--- src/rtl/d_mem_access_unit_pkg.sv ---
// Shared encodings for the data-memory access unit: access sizes, FSM states
// and the request legality check used when a request arrives in IDLE.
package d_mem_access_unit_pkg;

    typedef enum logic [1:0] {
        SZ_BYTE    = 2'd0,
        SZ_HALF    = 2'd1,
        SZ_WORD    = 2'd2,
        SZ_ILLEGAL = 2'd3
    } size_e;

    typedef enum logic [2:0] {
        IDLE    = 3'd0,
        RD      = 3'd1,
        RD_WAIT = 3'd2,
        WR      = 3'd3,
        FINISH  = 3'd4
    } state_e;

    // A request is refused when both directions are asked for, the size is
    // the reserved code, or the address is not naturally aligned for the size.
    function automatic logic is_rejected(
        input logic       ld,
        input logic       st,
        input size_e      sz,
        input logic [1:0] addr_lo
    );
        logic rej;
        rej = 1'b0;
        if (ld && st) begin
            rej = 1'b1;
        end else if (sz == SZ_ILLEGAL) begin
            rej = 1'b1;
        end else if (sz == SZ_HALF && addr_lo[0]) begin
            rej = 1'b1;
        end else if (sz == SZ_WORD && addr_lo != 2'b00) begin
            rej = 1'b1;
        end
        return rej;
    endfunction

endpackage

--- src/rtl/d_mem_access_unit_if.sv ---
// CPU-side request/response and memory-side strobe bundle for the access unit.
// The slave modport is the unit itself; the master modport is the CPU+memory.
interface d_mem_access_unit_if #(
    parameter int DATA_WIDTH   = 32,
    parameter int ADDRESS_BITS = 32
);
    logic                    load;
    logic                    store;
    logic [1:0]              size;
    logic                    unsigned_ld;
    logic [ADDRESS_BITS-1:0] address;
    logic [DATA_WIDTH-1:0]   store_data;
    logic                    busy;
    logic                    done;
    logic                    error;
    logic [DATA_WIDTH-1:0]   load_data;
    logic                    mem_read;
    logic                    mem_write;
    logic [ADDRESS_BITS-1:0] mem_address;
    logic [DATA_WIDTH-1:0]   mem_in_data;
    logic [DATA_WIDTH-1:0]   mem_out_data;
    logic                    report;

    modport slave (
        input  load, store, size, unsigned_ld, address, store_data,
        input  mem_out_data, report,
        output busy, done, error, load_data,
        output mem_read, mem_write, mem_address, mem_in_data
    );

    modport master (
        output load, store, size, unsigned_ld, address, store_data,
        output mem_out_data, report,
        input  busy, done, error, load_data,
        input  mem_read, mem_write, mem_address, mem_in_data
    );
endinterface

--- src/rtl/d_mem_access_unit_lane_align.sv ---
// Byte-lane datapath: extracts and sign/zero-extends the addressed lane of a
// memory word for loads, and merges store lanes into a read word for RMW.
module lsu_lane_align
    import d_mem_access_unit_pkg::*;
#(
    parameter int DATA_WIDTH = 32
) (
    input  size_e                 i_size,
    input  logic                  i_unsigned_ld,
    input  logic [1:0]            i_lane,
    input  logic [DATA_WIDTH-1:0] i_mem_word,
    input  logic [DATA_WIDTH-1:0] i_store_data,
    output logic [DATA_WIDTH-1:0] o_load_value,
    output logic [DATA_WIDTH-1:0] o_merged_word
);
    localparam int LANES = DATA_WIDTH / 8;

    logic [DATA_WIDTH-1:0] w_shifted;
    logic [DATA_WIDTH-1:0] w_store_rep;
    logic [LANES-1:0]      w_lane_en;

    // Bring the addressed lane down to bit 0 so extension is size-only.
    always_comb begin
        w_shifted = i_mem_word >> {i_lane, 3'b000};
    end

    // Extend the low byte/half; whole words pass straight through.
    always_comb begin
        o_load_value = i_mem_word;
        case (i_size)
            SZ_BYTE: o_load_value = {{(DATA_WIDTH-8){~i_unsigned_ld & w_shifted[7]}},
                                     w_shifted[7:0]};
            SZ_HALF: o_load_value = {{(DATA_WIDTH-16){~i_unsigned_ld & w_shifted[15]}},
                                     w_shifted[15:0]};
            default: o_load_value = i_mem_word;
        endcase
    end

    // Replicate the store value across lanes so each lane can pick it locally.
    always_comb begin
        w_store_rep = i_store_data;
        case (i_size)
            SZ_BYTE: w_store_rep = {LANES{i_store_data[7:0]}};
            SZ_HALF: w_store_rep = {(LANES/2){i_store_data[15:0]}};
            default: w_store_rep = i_store_data;
        endcase
    end

    genvar gi;
    generate
        for (gi = 0; gi < LANES; gi++) begin : g_lane
            localparam logic [1:0] LANE_IDX = 2'(gi);
            assign w_lane_en[gi] = (i_size == SZ_BYTE) ? (LANE_IDX == i_lane) :
                                   (i_size == SZ_HALF) ? (LANE_IDX[1] == i_lane[1]) :
                                   1'b1;
            assign o_merged_word[gi*8 +: 8] = w_lane_en[gi] ? w_store_rep[gi*8 +: 8]
                                                             : i_mem_word[gi*8 +: 8];
        end
    endgenerate

endmodule

--- src/rtl/d_mem_access_unit.sv ---
// Data-memory access unit: accepts one load/store at a time from the CPU,
// performs word accesses directly and sub-word stores as read-modify-write,
// with every output driven from a register.
module d_mem_access_unit
    import d_mem_access_unit_pkg::*;
#(
    parameter int DATA_WIDTH   = 32,
    parameter int ADDRESS_BITS = 32,
    parameter int CORE         = 0
) (
    input  logic                clock,
    input  logic                reset,
    d_mem_access_unit_if.slave  bus
);
    state_e                  r_state,        w_state_next;
    size_e                   r_size,         w_size_next;
    logic                    r_unsigned_ld,  w_unsigned_ld_next;
    logic                    r_is_load,      w_is_load_next;
    logic [1:0]              r_lane,         w_lane_next;
    logic [DATA_WIDTH-1:0]   r_store_data,   w_store_data_next;
    logic                    r_busy,         w_busy_next;
    logic                    r_done,         w_done_next;
    logic                    r_error,        w_error_next;
    logic                    r_mem_read,     w_mem_read_next;
    logic                    r_mem_write,    w_mem_write_next;
    logic [ADDRESS_BITS-1:0] r_mem_address,  w_mem_address_next;
    logic [DATA_WIDTH-1:0]   r_mem_in_data,  w_mem_in_data_next;
    logic [DATA_WIDTH-1:0]   r_load_data,    w_load_data_next;

    size_e                   w_req_size;
    logic [DATA_WIDTH-1:0]   w_load_value;
    logic [DATA_WIDTH-1:0]   w_merged_word;
    // The report strobe only drives simulation diagnostics for core CORE;
    // the hardware path deliberately ignores it.
    logic                    w_unused_report;

    assign w_req_size      = size_e'(bus.size);
    assign w_unused_report = bus.report;

    lsu_lane_align #(
        .DATA_WIDTH (DATA_WIDTH)
    ) u_lane_align (
        .i_size        (r_size),
        .i_unsigned_ld (r_unsigned_ld),
        .i_lane        (r_lane),
        .i_mem_word    (bus.mem_out_data),
        .i_store_data  (r_store_data),
        .o_load_value  (w_load_value),
        .o_merged_word (w_merged_word)
    );

    // Next state plus the next value of every registered output.
    always_comb begin
        w_state_next       = r_state;
        w_size_next        = r_size;
        w_unsigned_ld_next = r_unsigned_ld;
        w_is_load_next     = r_is_load;
        w_lane_next        = r_lane;
        w_store_data_next  = r_store_data;
        w_mem_address_next = r_mem_address;
        w_mem_in_data_next = r_mem_in_data;
        w_load_data_next   = r_load_data;
        w_busy_next        = 1'b0;
        w_done_next        = 1'b0;
        w_error_next       = 1'b0;
        w_mem_read_next    = 1'b0;
        w_mem_write_next   = 1'b0;

        case (r_state)
            IDLE: begin
                if (bus.load || bus.store) begin
                    w_busy_next = 1'b1;
                    if (is_rejected(bus.load, bus.store, w_req_size, bus.address[1:0])) begin
                        w_state_next = FINISH;
                        w_done_next  = 1'b1;
                        w_error_next = 1'b1;
                    end else begin
                        w_size_next        = w_req_size;
                        w_unsigned_ld_next = bus.unsigned_ld;
                        w_is_load_next     = bus.load;
                        w_lane_next        = bus.address[1:0];
                        w_store_data_next  = bus.store_data;
                        w_mem_address_next = {bus.address[ADDRESS_BITS-1:2], 2'b00};
                        if (bus.store && w_req_size == SZ_WORD) begin
                            // Full-word store needs no read: write and finish at once.
                            w_state_next       = WR;
                            w_mem_write_next   = 1'b1;
                            w_mem_in_data_next = bus.store_data;
                            w_done_next        = 1'b1;
                        end else begin
                            w_state_next    = RD;
                            w_mem_read_next = 1'b1;
                        end
                    end
                end
            end
            RD: begin
                w_state_next = RD_WAIT;
                w_busy_next  = 1'b1;
            end
            RD_WAIT: begin
                // Memory word is valid now; finish a load or write back the merge.
                w_busy_next = 1'b1;
                w_done_next = 1'b1;
                if (r_is_load) begin
                    w_state_next     = FINISH;
                    w_load_data_next = w_load_value;
                end else begin
                    w_state_next       = WR;
                    w_mem_write_next   = 1'b1;
                    w_mem_in_data_next = w_merged_word;
                end
            end
            WR:      w_state_next = IDLE;
            FINISH:  w_state_next = IDLE;
            default: w_state_next = IDLE;
        endcase
    end

    // State, latched request and output registers; reset aborts any operation.
    always_ff @(posedge clock) begin
        if (reset) begin
            r_state       <= IDLE;
            r_size        <= SZ_BYTE;
            r_unsigned_ld <= 1'b0;
            r_is_load     <= 1'b0;
            r_lane        <= 2'b00;
            r_store_data  <= '0;
            r_busy        <= 1'b0;
            r_done        <= 1'b0;
            r_error       <= 1'b0;
            r_mem_read    <= 1'b0;
            r_mem_write   <= 1'b0;
            r_mem_address <= '0;
            r_mem_in_data <= '0;
            r_load_data   <= '0;
        end else begin
            r_state       <= w_state_next;
            r_size        <= w_size_next;
            r_unsigned_ld <= w_unsigned_ld_next;
            r_is_load     <= w_is_load_next;
            r_lane        <= w_lane_next;
            r_store_data  <= w_store_data_next;
            r_busy        <= w_busy_next;
            r_done        <= w_done_next;
            r_error       <= w_error_next;
            r_mem_read    <= w_mem_read_next;
            r_mem_write   <= w_mem_write_next;
            r_mem_address <= w_mem_address_next;
            r_mem_in_data <= w_mem_in_data_next;
            r_load_data   <= w_load_data_next;
        end
    end

    assign bus.busy        = r_busy;
    assign bus.done        = r_done;
    assign bus.error       = r_error;
    assign bus.load_data   = r_load_data;
    assign bus.mem_read    = r_mem_read;
    assign bus.mem_write   = r_mem_write;
    assign bus.mem_address = r_mem_address;
    assign bus.mem_in_data = r_mem_in_data;

endmodule
--- src/flat_wrapper.sv ---
// flat-port wrapper written by rule: the top's interface ports become plain ports
module d_mem_access_unit_flat import d_mem_access_unit_pkg::*;
#(
    parameter int DATA_WIDTH   = 32,
    parameter int ADDRESS_BITS = 32,
    parameter int CORE         = 0
)
  (clock, reset, bus_load, bus_store, bus_size, bus_unsigned_ld, bus_address, bus_store_data, bus_mem_out_data, bus_report, bus_busy, bus_done, bus_error, bus_load_data, bus_mem_read, bus_mem_write, bus_mem_address, bus_mem_in_data);
  d_mem_access_unit_if #(.DATA_WIDTH(DATA_WIDTH), .ADDRESS_BITS(ADDRESS_BITS)) bus_i ();
  input  logic clock;
  input  logic reset;
  input wire logic [$bits(bus_i.load)-1:0] bus_load;
  input wire logic [$bits(bus_i.store)-1:0] bus_store;
  input wire logic [$bits(bus_i.size)-1:0] bus_size;
  input wire logic [$bits(bus_i.unsigned_ld)-1:0] bus_unsigned_ld;
  input wire logic [$bits(bus_i.address)-1:0] bus_address;
  input wire logic [$bits(bus_i.store_data)-1:0] bus_store_data;
  input wire logic [$bits(bus_i.mem_out_data)-1:0] bus_mem_out_data;
  input wire logic [$bits(bus_i.report)-1:0] bus_report;
  output wire logic [$bits(bus_i.busy)-1:0] bus_busy;
  output wire logic [$bits(bus_i.done)-1:0] bus_done;
  output wire logic [$bits(bus_i.error)-1:0] bus_error;
  output wire logic [$bits(bus_i.load_data)-1:0] bus_load_data;
  output wire logic [$bits(bus_i.mem_read)-1:0] bus_mem_read;
  output wire logic [$bits(bus_i.mem_write)-1:0] bus_mem_write;
  output wire logic [$bits(bus_i.mem_address)-1:0] bus_mem_address;
  output wire logic [$bits(bus_i.mem_in_data)-1:0] bus_mem_in_data;
  assign bus_i.load = bus_load;
  assign bus_i.store = bus_store;
  assign bus_i.size = bus_size;
  assign bus_i.unsigned_ld = bus_unsigned_ld;
  assign bus_i.address = bus_address;
  assign bus_i.store_data = bus_store_data;
  assign bus_i.mem_out_data = bus_mem_out_data;
  assign bus_i.report = bus_report;
  assign bus_busy = bus_i.busy;
  assign bus_done = bus_i.done;
  assign bus_error = bus_i.error;
  assign bus_load_data = bus_i.load_data;
  assign bus_mem_read = bus_i.mem_read;
  assign bus_mem_write = bus_i.mem_write;
  assign bus_mem_address = bus_i.mem_address;
  assign bus_mem_in_data = bus_i.mem_in_data;
  d_mem_access_unit #(.DATA_WIDTH(DATA_WIDTH), .ADDRESS_BITS(ADDRESS_BITS), .CORE(CORE)) u_core (.clock(clock), .reset(reset), .bus(bus_i));
endmodule
--- config.mk ---
export PLATFORM = sky130hd
export DESIGN_NAME = d_mem_access_unit_flat
export DESIGN_NICKNAME = d
export VERILOG_FILES = /design/src/rtl/d_mem_access_unit_pkg.sv /design/src/rtl/d_mem_access_unit_if.sv /design/src/rtl/d_mem_access_unit_lane_align.sv /design/src/rtl/d_mem_access_unit.sv /design/src/flat_wrapper.sv
export SDC_FILE = /design/constraint.sdc
export NUM_CORES = 1
export LEC_CHECK = 0
export CORE_MARGIN = 2
export CORE_UTILIZATION = 45
export CTS_CLUSTER_SIZE = 12
export DETAILED_ROUTE_END_ITERATION = 6
export DONT_BUFFER_PORTS = 1
export HOLD_SLACK_MARGIN = 0.03
export PLACE_DENSITY = 0.61
export SETUP_SLACK_MARGIN = 0.02
export SYNTH_ARGS = -nofsm -noshare
export SYNTH_HDL_FRONTEND = slang
export SYNTH_SLANG_ARGS = --single-unit
export TNS_END_PERCENT = 50
--- constraint.sdc ---
create_clock -name clock -period 4.15 [get_ports clock]
set_clock_uncertainty 0.05 [all_clocks]
set_input_delay 0.415 -clock clock [delete_from_list [all_inputs] [get_ports clock]]
set_output_delay 0.415 -clock clock [all_outputs]
set_load 0.005 [all_outputs]
; Yosys cells after proc, flatten, opt, wreduce, memory -nomap -nowiden
; Index checks and enable logic that the tools add are counted.
[word_totals]
ff_bits = 140
in_bits = 104
out_inout_bits = 101
wordCells = 91
[classes]
n_eq_ne = 13
shift = 1
muxes = 40
bitwise_logic = 7
reduce_logical = 16
[ops]
columns = op, n
row1 = $pmux W32 S2, 3
row2 = $mux W32, 4
row3 = $mux W8, 4
row4 = $shr A32 B5 Y16, 1
row5 = $mux W1, 21
row6 = $mux W3, 3
row7 = $pmux W3 S3, 1
row8 = $pmux W1 S2, 3
row9 = $not A1 Y1, 5
row10 = $reduce_and A5 Y1, 1
row11 = $eq A2 B1 Y1 const B, 2
row12 = $eq A2 B2 Y1 const A, 2
row13 = $eq A2 B2 Y1 const B, 2
row14 = $logic_and A1 B1 Y1, 4
row15 = $logic_not A2 Y1, 2
row16 = $ne A2 B1 Y1 const B, 2
row17 = $ne A2 B2 Y1 const B, 2
row18 = $reduce_bool A2 Y1, 2
row19 = $reduce_or A4 Y1, 1
row20 = $eq A3 B1 Y1 const B, 1
row21 = $eq A3 B2 Y1 const B, 1
row22 = $logic_not A3 Y1, 1
row23 = $reduce_and A3 Y1, 1
row24 = $reduce_or A3 Y1, 1
row25 = 6 further kinds, 7

; Logic depth before layout (Yosys ltp)
; Gate-level depths: netlist (run 1).
[logic_depth]
word_depth = 11
mapped_depth = 8
ltp_nobuf = 4

; Hierarchy
; From an unflattened synthesis (run 1), not the netlist that was laid out.
[hier_totals]
hier_cells = 922
area_unflattened_um2 = 7013.0
[modules_own_cells]
columns = module, n_inst, cells_per_inst, area_each_um2, seq_area_each_um2
row1 = d_mem_access_unit, 1, 671, 5482.8, 2802.7
row2 = lsu_lane_align, 1, 251, 1530.2, 0.0

; Worst setup path before layout (run 1)
; No wires, ideal clock.
[synth_path]
path_kind = input to register
from = input bus_address[0]
to = register u_core.r_mem_address[10] (netlist: u_core.bus.mem_address[10])
setup_time_ps = 72
arrival_ps = 1832
setup_slack_ps = 2197
path_stages = 7
path_buffers = 3
path_cell_list = clkbuf_1 o21a_1 o22a_1 nor3_2 buf_4 buf_4 mux2i_1
[synth_between]
elab_chain_len = 10
[synth_lines]
columns = item, line_no
row1 = from (decl), flat_wrapper.sv:16  ; input wire logic [$bits(bus_i.address)-1:0] bus_address;
row2 = $reduce_bool A2 Y1, d_mem_access_unit_pkg.sv:36  ; end else if (sz == SZ_WORD && addr_lo != 2'b00) begin
row3 = $logic_and A1 B1 Y1, d_mem_access_unit_pkg.sv:36
row4 = $mux W1, d_mem_access_unit_pkg.sv:36
row5 = $mux W1 (*), d_mem_access_unit_pkg.sv:34  ; end else if (sz == SZ_HALF && addr_lo[0]) begin
row6 = $mux W1 (*), d_mem_access_unit_pkg.sv:32  ; end else if (sz == SZ_ILLEGAL) begin
row7 = $mux W1 (*), d_mem_access_unit_pkg.sv:30  ; if (ld && st) begin
row8 = $mux W1 (*), d_mem_access_unit.sv:71  ; if (bus.load || bus.store) begin
row9 = $mux W1 (*), d_mem_access_unit.sv:69  ; case (r_state)
row10 = $not A1 Y1 (no line) (*), --
row11 = $reduce_and A3 Y1 (no line) (*), --
row12 = to (signal assigned), d_mem_access_unit.sv:149  ; r_mem_address <= w_mem_address_next;
row13 = to (decl), d_mem_access_unit.sv:26  ; logic [ADDRESS_BITS-1:0] r_mem_address, w_mem_address_next;
; Mark *: on every way between the ends. The rest lies on a longest branch, timed or not. The select of a mux whose other input is x is not followed.
; A chain may end at the register's enable or synchronous reset.

; Worst setup path in the final report (run 1)
[layout_path]
from = register u_core.r_state[1]
to = register u_core.r_mem_in_data[12] (netlist: u_core.bus.mem_in_data[12])
[layout_between]
elab_chain_len = 3
[layout_lines]
columns = item, line_no
row1 = from (decl), d_mem_access_unit.sv:15  ; state_e r_state, w_state_next;
row2 = from (signal assigned), d_mem_access_unit.sv:138  ; r_state <= w_state_next;
row3 = $eq A3 B2 Y1 / $logic_not A3 Y1 (equally long branches), d_mem_access_unit.sv:69
row4 = "$ne A2 B2 Y1 (no line), or another cell as far along", --
row5 = $reduce_and A5 Y1 (no line), --
row6 = to (signal assigned), d_mem_access_unit.sv:150  ; r_mem_in_data <= w_mem_in_data_next;
row7 = to (decl), d_mem_access_unit.sv:27  ; logic [DATA_WIDTH-1:0] r_mem_in_data, w_mem_in_data_next;
; Parallel ways exist; a longest one is shown, timed or not.

==> results of run 1 <==
-- sequential cells by signal, summed over array words and instances, names as in the netlist --
| signal | flops |
|---|---|
| u_core.r_state | 3 |
| u_core.bus.busy | 1 |
| u_core.bus.mem_address | 30 |
| u_core.bus.load_data | 32 |
| u_core.bus.mem_read | 1 |
| u_core.r_unsigned_ld | 1 |
| u_core.r_size | 2 |
| u_core.bus.mem_write | 1 |
| u_core.r_lane | 2 |
| u_core.r_is_load | 1 |
| u_core.bus.done | 1 |
| u_core.r_store_data | 32 |
| u_core.bus.error | 1 |
| u_core.bus.mem_in_data | 32 |
-- per-layer routing --
layer  vias to the layer above  global-route usage  wire [µm]  share of wire
li1                       3023                   -          -              -
met1                      3033               0.292       9160           0.40
met2                       263               0.403      10800           0.47
met3                        44              0.0961       2320           0.10
met4                         0               0.109        665          0.029
met5                         -                   0          0              0
-- worst max-delay path, stage by stage (launching register included) --
cell and delay (ns):
dfxtp_1 0.49, nand4bb_4 0.34, o41a_1 0.56, nor2_2 0.95, a311oi_1 0.26
-- worst min path at each step --
stage                                    startpoint                                       to  slack, ns  cells after the start
6_report                                      reset  u_core.bus.mem_in_data[24]$_SDFFE_PP0P_       0.06                      1
5_1_grt                                       reset  u_core.bus.mem_in_data[29]$_SDFFE_PP0P_       0.07                      1
4_1_cts                                       reset  u_core.bus.mem_in_data[28]$_SDFFE_PP0P_       0.04                      1
3_5_place_dp   u_core.r_store_data[19]$_SDFFE_PP0P_     u_core.r_store_data[19]$_SDFFE_PP0P_       0.42                      2
3_3_place_gp   u_core.r_store_data[23]$_SDFFE_PP0P_     u_core.r_store_data[23]$_SDFFE_PP0P_       0.41                      2
2_1_floorplan  u_core.r_store_data[16]$_SDFFE_PP0P_     u_core.r_store_data[16]$_SDFFE_PP0P_       0.40                      2
-- cells by family (layout without fill, tap and decap cells) --
family                 count (synthesis)  in the layout  synth area share
XOR/XNOR                               1              1           0.00114
buffers and inverters                132             87            0.0741
multiplexers                          89             89             0.119
other                                  1              2          0.000488
AO/OA/AOI/OAI                        228            228             0.222
AND/OR/NAND/NOR                      294            294             0.218
flip-flops                           140            140             0.365
-- power breakdown --
part           total, mW  switching (mW)  internal [mW]
logic              0.506           0.290          0.217
clock network       1.53           0.585          0.941
registers           1.52          0.0985           1.43
-- placed cells by master, fill, tap and decap left out, drive strengths merged, types with 3 or more instances in the layout --
master | netlist | final
or4 | 8 | 8
buf | 29 | 12
nand2b | 144 | 144
nor2b | 17 | 17
o41ai | 9 | 9
inv | 42 | 42
a2bb2oi | 7 | 7
o32ai | 8 | 8
a22o | 7 | 7
nand2 | 36 | 36
dfxtp | 140 | 140
a311oi | 33 | 33
a221oi | 8 | 8
clkbuf | 60 | 24
o21ai | 27 | 27
a22oi | 7 | 7
a211o | 8 | 8
nor2 | 56 | 56
mux2i | 81 | 81
or2 | 3 | 3
nand3b | 8 | 8
mux2 | 7 | 7
a211oi | 41 | 41
nor3b | 11 | 11
a21oi | 52 | 52
clkinv | 1 | 5
o221ai | 8 | 8
-- area by class of cell --
cell class                 instances  area (µm²)  share of cell area
multi-input combinational        614        4320               0.524
sequential                       140        2800               0.340
clock buffer                      24         492              0.0596
tap                              220         275              0.0333
inverter                          43         161              0.0196
timing repair buffer              13         113              0.0136
clock inverter                     7        87.6              0.0106
-- through the flow --
stage | utilization | setup slack [ns] | total power [mW] | area, µm²
4_1_cts | 0.496 | 1.30 | 3.56 | 8250
6_report | 0.496 | 1.28 | 3.56 | 8250
2_1_floorplan | - | 2.20 | 1.96 | 7680
3_5_place_dp | 0.459 | 1.36 | 2.04 | 7640
5_1_grt | 0.496 | 1.18 | 3.68 | 8250
3_3_place_gp | 0.459 | 1.47 | 2.02 | 7640
==> out/qor.txt, run 1 <==
P_leak: 2.77 nW
Critical path startpoint: u_core.r_state[1]$_SDFFE_PP0P_
Final GP Congestion: 0.842
Slew HR: 0.235
PwrDens: 431 mW/mm²
Worst-margin pin slew: 1.15 ns
Cts bufs inserted: 17
Post-synth EDFFs: 0
Final period utilization: 0.691
DRC: 0
Worst hold-check path type: primary input to register
Fillers: 1571
Ys Warns: 0
Latest clock arrival within the worst-skew pair: 0.43 ns
Rows: 47
Port bufs: 0
#FFs+latches synth: 140
# Max-Cap Violations: 0
Synth top cells by count: nand2b_1, dfxtp_1, mux2i_1
Achievable Freq: 0.348 GHz
CP endpoint kind: register
Vias in the first global route: 6243
Vias per cell: 6.00
Diode count: 0
CP arrival: 3.04 ns
Hold WS: 0.0568 ns
Antenna Nets Post-Route: 0
Worst EP required: 4.32 ns
I/O Pins: 205
Post-synth top flop: dfxtp_1
Largest area contributor in the netlist: dfxtp_1
Final hold violation count: 0
Fraction of layout cells with a size suffix above 1: 0.0832
Worst-case reg-to-reg path depth: 4
Share of the synthesized area in the top cell type: 0.365
CTS tree: built
Clock root buffer master: clkbuf_16
Post_cts resized: 0
Crit-path max FO: 24
NumNets Final: 933
WL final: 22.9 mm
WL/cell: 21.6 µm
Clock Path Buffers: 2
Cell variety after synth: 57
Starting DRT DRC Count: 546
Die X: 135 µm
Fin. max-slew vios: 0
Sequential area share after synthesis: 0.365
Largest net degree at the start of global routing: 171
Reg clk slew, reported paths: 0.06 ns
Dpl hpwl: 15.8 mm
Mapped Avg Cell Area: 8.68 µm²
GRT Util Overall: 0.248
CP endpoint: u_core.bus.mem_in_data[12]$_SDFFE_PP0P_
Post-synthesis cell area: 0.00768 mm²
Setup TNS: 0 ns
Area growth syn-to-layout: 7.48%
Die Ht: 135 µm
Setup repair after global routing missed its margin: false
Post-CTS setup buffer count: 0
CP startpoint kind: register
Tmin final: 2.87 ns
Synth top area cells: dfxtp_1, nand2b_1, mux2i_1, a211oi_1, a21oi_1
First-pass DRT Iterations: 5
Routed via count: 6363
Critical path class: register to register
Worst R2R End: u_core.bus.mem_in_data[12]$_SDFFE_PP0P_
Sinks on the clock net: 140
Core Region: 0.0166 mm²
Max IR drop VDD: 0.296 mV
Final std cells w/o fill: 1061
Post-Place Cells: 1028
Reg2reg setup slack: 1.28 ns
Die area: 0.0181 mm²
First-pass GRT wire length: 34.8 mm
Worst r2r src: u_core.r_state[1]$_SDFFE_PP0P_
Final setup vio count: 0
# hold bufs at CTS: 2
Status: finished clean
Mapped Cells: 885
Antenna violations before repair: 0
Most common cell in the netlist: nand2b_1
Initial Utilization: 0.461
Total gr overflow: 0
H-tree levels: 4
Ys async rst share: 0
No activity file was read; power rests on OpenSTA's default activity.
==> run 2: changes to the inputs <==
--- a/config.mk
+++ b/config.mk
@@ -11,7 +11,7 @@
 export DETAILED_ROUTE_END_ITERATION = 6
 export DONT_BUFFER_PORTS = 1
 export HOLD_SLACK_MARGIN = 0.03
-export PLACE_DENSITY = 0.61
+export PLACE_DENSITY = 0.63
 export SETUP_SLACK_MARGIN = 0.02
 export SYNTH_ARGS = -nofsm -noshare
 export SYNTH_HDL_FRONTEND = slang
==> constraint.sdc (replaced) <==
create_clock -name clock -period 2.4 [get_ports clock]
set_clock_uncertainty 0.05 [all_clocks]
set_input_delay 0.24 -clock clock [delete_from_list [all_inputs] [get_ports clock]]
set_output_delay 0.24 -clock clock [all_outputs]
set_load 0.005 [all_outputs]
==> run 2 against run 1 <==
Against the previous run:
- register-to-register slack lost 1.1 ns
- die area is the same
- non-clock buffer count is 202 higher
==> out/qor.txt, run 2 (synthesis results as in run 1) <==
Status: finished clean
Sinks on the clock net: 140 (unchanged)
Place WS: 0.253 ns (-1.11 ns)
Final GP Congestion: 0.893 (+6.0%)
Setup WS post-layout: 0.136 ns (-1.15 ns)
Hold WS: 0.0440 ns (-0.0128 ns)
Antenna Nets Post-Route: 0 (unchanged)
Reg clk slew, reported paths: 0.06 ns (about the same)
Latest clock arrival within the worst-skew pair: 0.42 ns (about the same)
WL/cell: 20.0 µm (-7.2%)
Max IR drop VDD: 0.599 mV (+100%)
Fillers: 1422 (-9.5%)
Initial Utilization: 0.461 (unchanged)
Final hold violation count: 0 (unchanged)
CP endpoint kind: register
Max incr delay on CP: 0.57 ns (-0.38 ns)
PwrDens: 641 mW/mm² (+49%)
Critical path's slowest cell: dlygate4sd3_1
Total gr overflow: 0 (unchanged)
Dpl hpwl: 15.3 mm (-3.1%)
Setup repair after global routing missed its margin: false
Crit-path max FO: 16 (-33%)
Core Region: 0.0166 mm² (unchanged)
NumNets Final: 1135 (+22%)
Die area: 0.0181 mm² (unchanged)
Diode count: 0 (unchanged)
Starting DRT DRC Count: 501 (-8.2%)
Rows: 47 (unchanged)
Crit-path leading delay family: simple AND/OR/NAND/NOR gates
Clock Path Buffers: 2 (unchanged)
Post-CTS setup buffer count: 0 (unchanged)
Achievable Freq: 0.442 GHz (+27%)
Final Util: 0.624 (+0.128)
Commonest non-fill, non-tap cells in the layout: dlygate4sd3_1, nand2b_1, dfxtp_1
Worst-margin pin slew: 0.957 ns (-0.188 ns)
GRT Util Overall: 0.281 (+0.0323)
Tmin final: 2.26 ns (-0.605 ns)
Setup TNS: 0 ns (unchanged)
Fin. max-slew vios: 0 (unchanged)
Fraction of layout cells with a size suffix above 1: 0.0852 (+0.00201)
Area growth syn-to-layout: 35.3%
Design Area, Final: 0.0104 mm² (+26%)
Die Ht: 135 µm (unchanged)
Final period utilization: 0.944 (+0.252)
Worst EP required: 2.71 ns (-1.61 ns)
Critical path class: register to register
Most common cell after layout, fill and taps aside: dlygate4sd3_1
Die X: 135 µm (unchanged)
Placed Area: 0.00786 mm² (+2.7%)
CTS tree: built
First-pass DRT Iterations: 5 (unchanged)
Largest net degree at the start of global routing: 122 (-29%)
H-tree levels: 4 (unchanged)
DRC: 0 (unchanged)
CP Buf/Inv Count: 2 (+2)
WL final: 25.3 mm (+11%)
Slew HR: 0.360 (+0.125)
Port bufs: 0 (unchanged)
Vias per cell: 5.70 (-5.0%)
Vias in the first global route: 7359 (+18%)
Clock root buffer master: clkbuf_16
CP startpoint kind: register
I/O Pins: 205 (unchanged)
# Max-Cap Violations: 0 (unchanged)
First-pass GRT wire length: 39.8 mm (+14%)
CP arrival: 2.58 ns (-0.46 ns)
Routed via count: 7203 (+13%)
P_leak: 3.59 nW (+30%)
Worst hold-check path type: primary input to register
Final setup vio count: 0 (unchanged)
CP Cell Sequence: buf_12, nand4bb_4, o41ai_4, nand2_1, nor2_1, dlygate4sd3_1
Cts bufs inserted: 17 (unchanged)
Antenna violations before repair: 0 (unchanged)
==> run 2: final cells by class <==
class / count / area, µm² / area share
multi-input cells: 614 / 4320 / 0.416
flip-flops and latches: 140 / 2800 / 0.270
repair buffers: 215 / 2200 / 0.212
clock buffers: 18 / 439 / 0.0423
well taps: 220 / 275 / 0.0265
clock inverters: 14 / 181 / 0.0175
inverters: 43 / 161 / 0.0155
==> run 2: per-stage QoR <==
stage,instances,total power [mW]
final,1264,6.66
after global routing,1264,6.92
after CTS,1264,6.66
after detailed placement,1043,3.58
after global placement,1043,3.57
after floorplan,886,3.39
==> run 2: worst min-delay path, delay by kind of cell <==
family	cells	cell delay [ns]
AOI/OAI and AO/OA	1	0.05
and+or+nand+nor	2	0.16
==> run 2: final timing paths <==
path                                        start                                      to  slack, ns  cells after the start
min reg2reg  u_core.r_store_data[23]$_SDFFE_PP0P_    u_core.r_store_data[23]$_SDFFE_PP0P_       0.43                      2
max                u_core.r_state[1]$_SDFFE_PP0P_         u_core.bus.mem_write$_SDFF_PP0_       0.14                      6
min                             bus_store_data[6]  u_core.bus.mem_in_data[6]$_SDFFE_PP0P_       0.04                      3
max reg2reg        u_core.r_state[1]$_SDFFE_PP0P_         u_core.bus.mem_write$_SDFF_PP0_       0.14                      6
==> run 2: layer usage <==
metal / GRT usage / wire [µm] / share of wire
met5: 0 / 0 / 0
met4: 0.0906 / 527 / 0.021
met3: 0.0800 / 1670 / 0.066
met2: 0.472 / 12500 / 0.49
met1: 0.347 / 10600 / 0.42
==> run 2: where the power goes <==
group	leakage, nW	switching, mW	internal (mW)	total [mW]
Sequential	1.14	0.136	2.46	2.60
Clock	0.303	1.11	1.69	2.79
Combinational	2.15	0.625	0.639	1.26
Total	3.59	1.87	4.79	6.66
==> run 2: what timing repair did <==
| action | 4_1_cts | 5_1_grt |
|---|---|---|
| setup endpoints to repair | 0 | 3 |
| hold buffers | 189 | 0 |
| gates resized for setup | 0 | 1 |
| hold endpoints to repair | 138 | 0 |
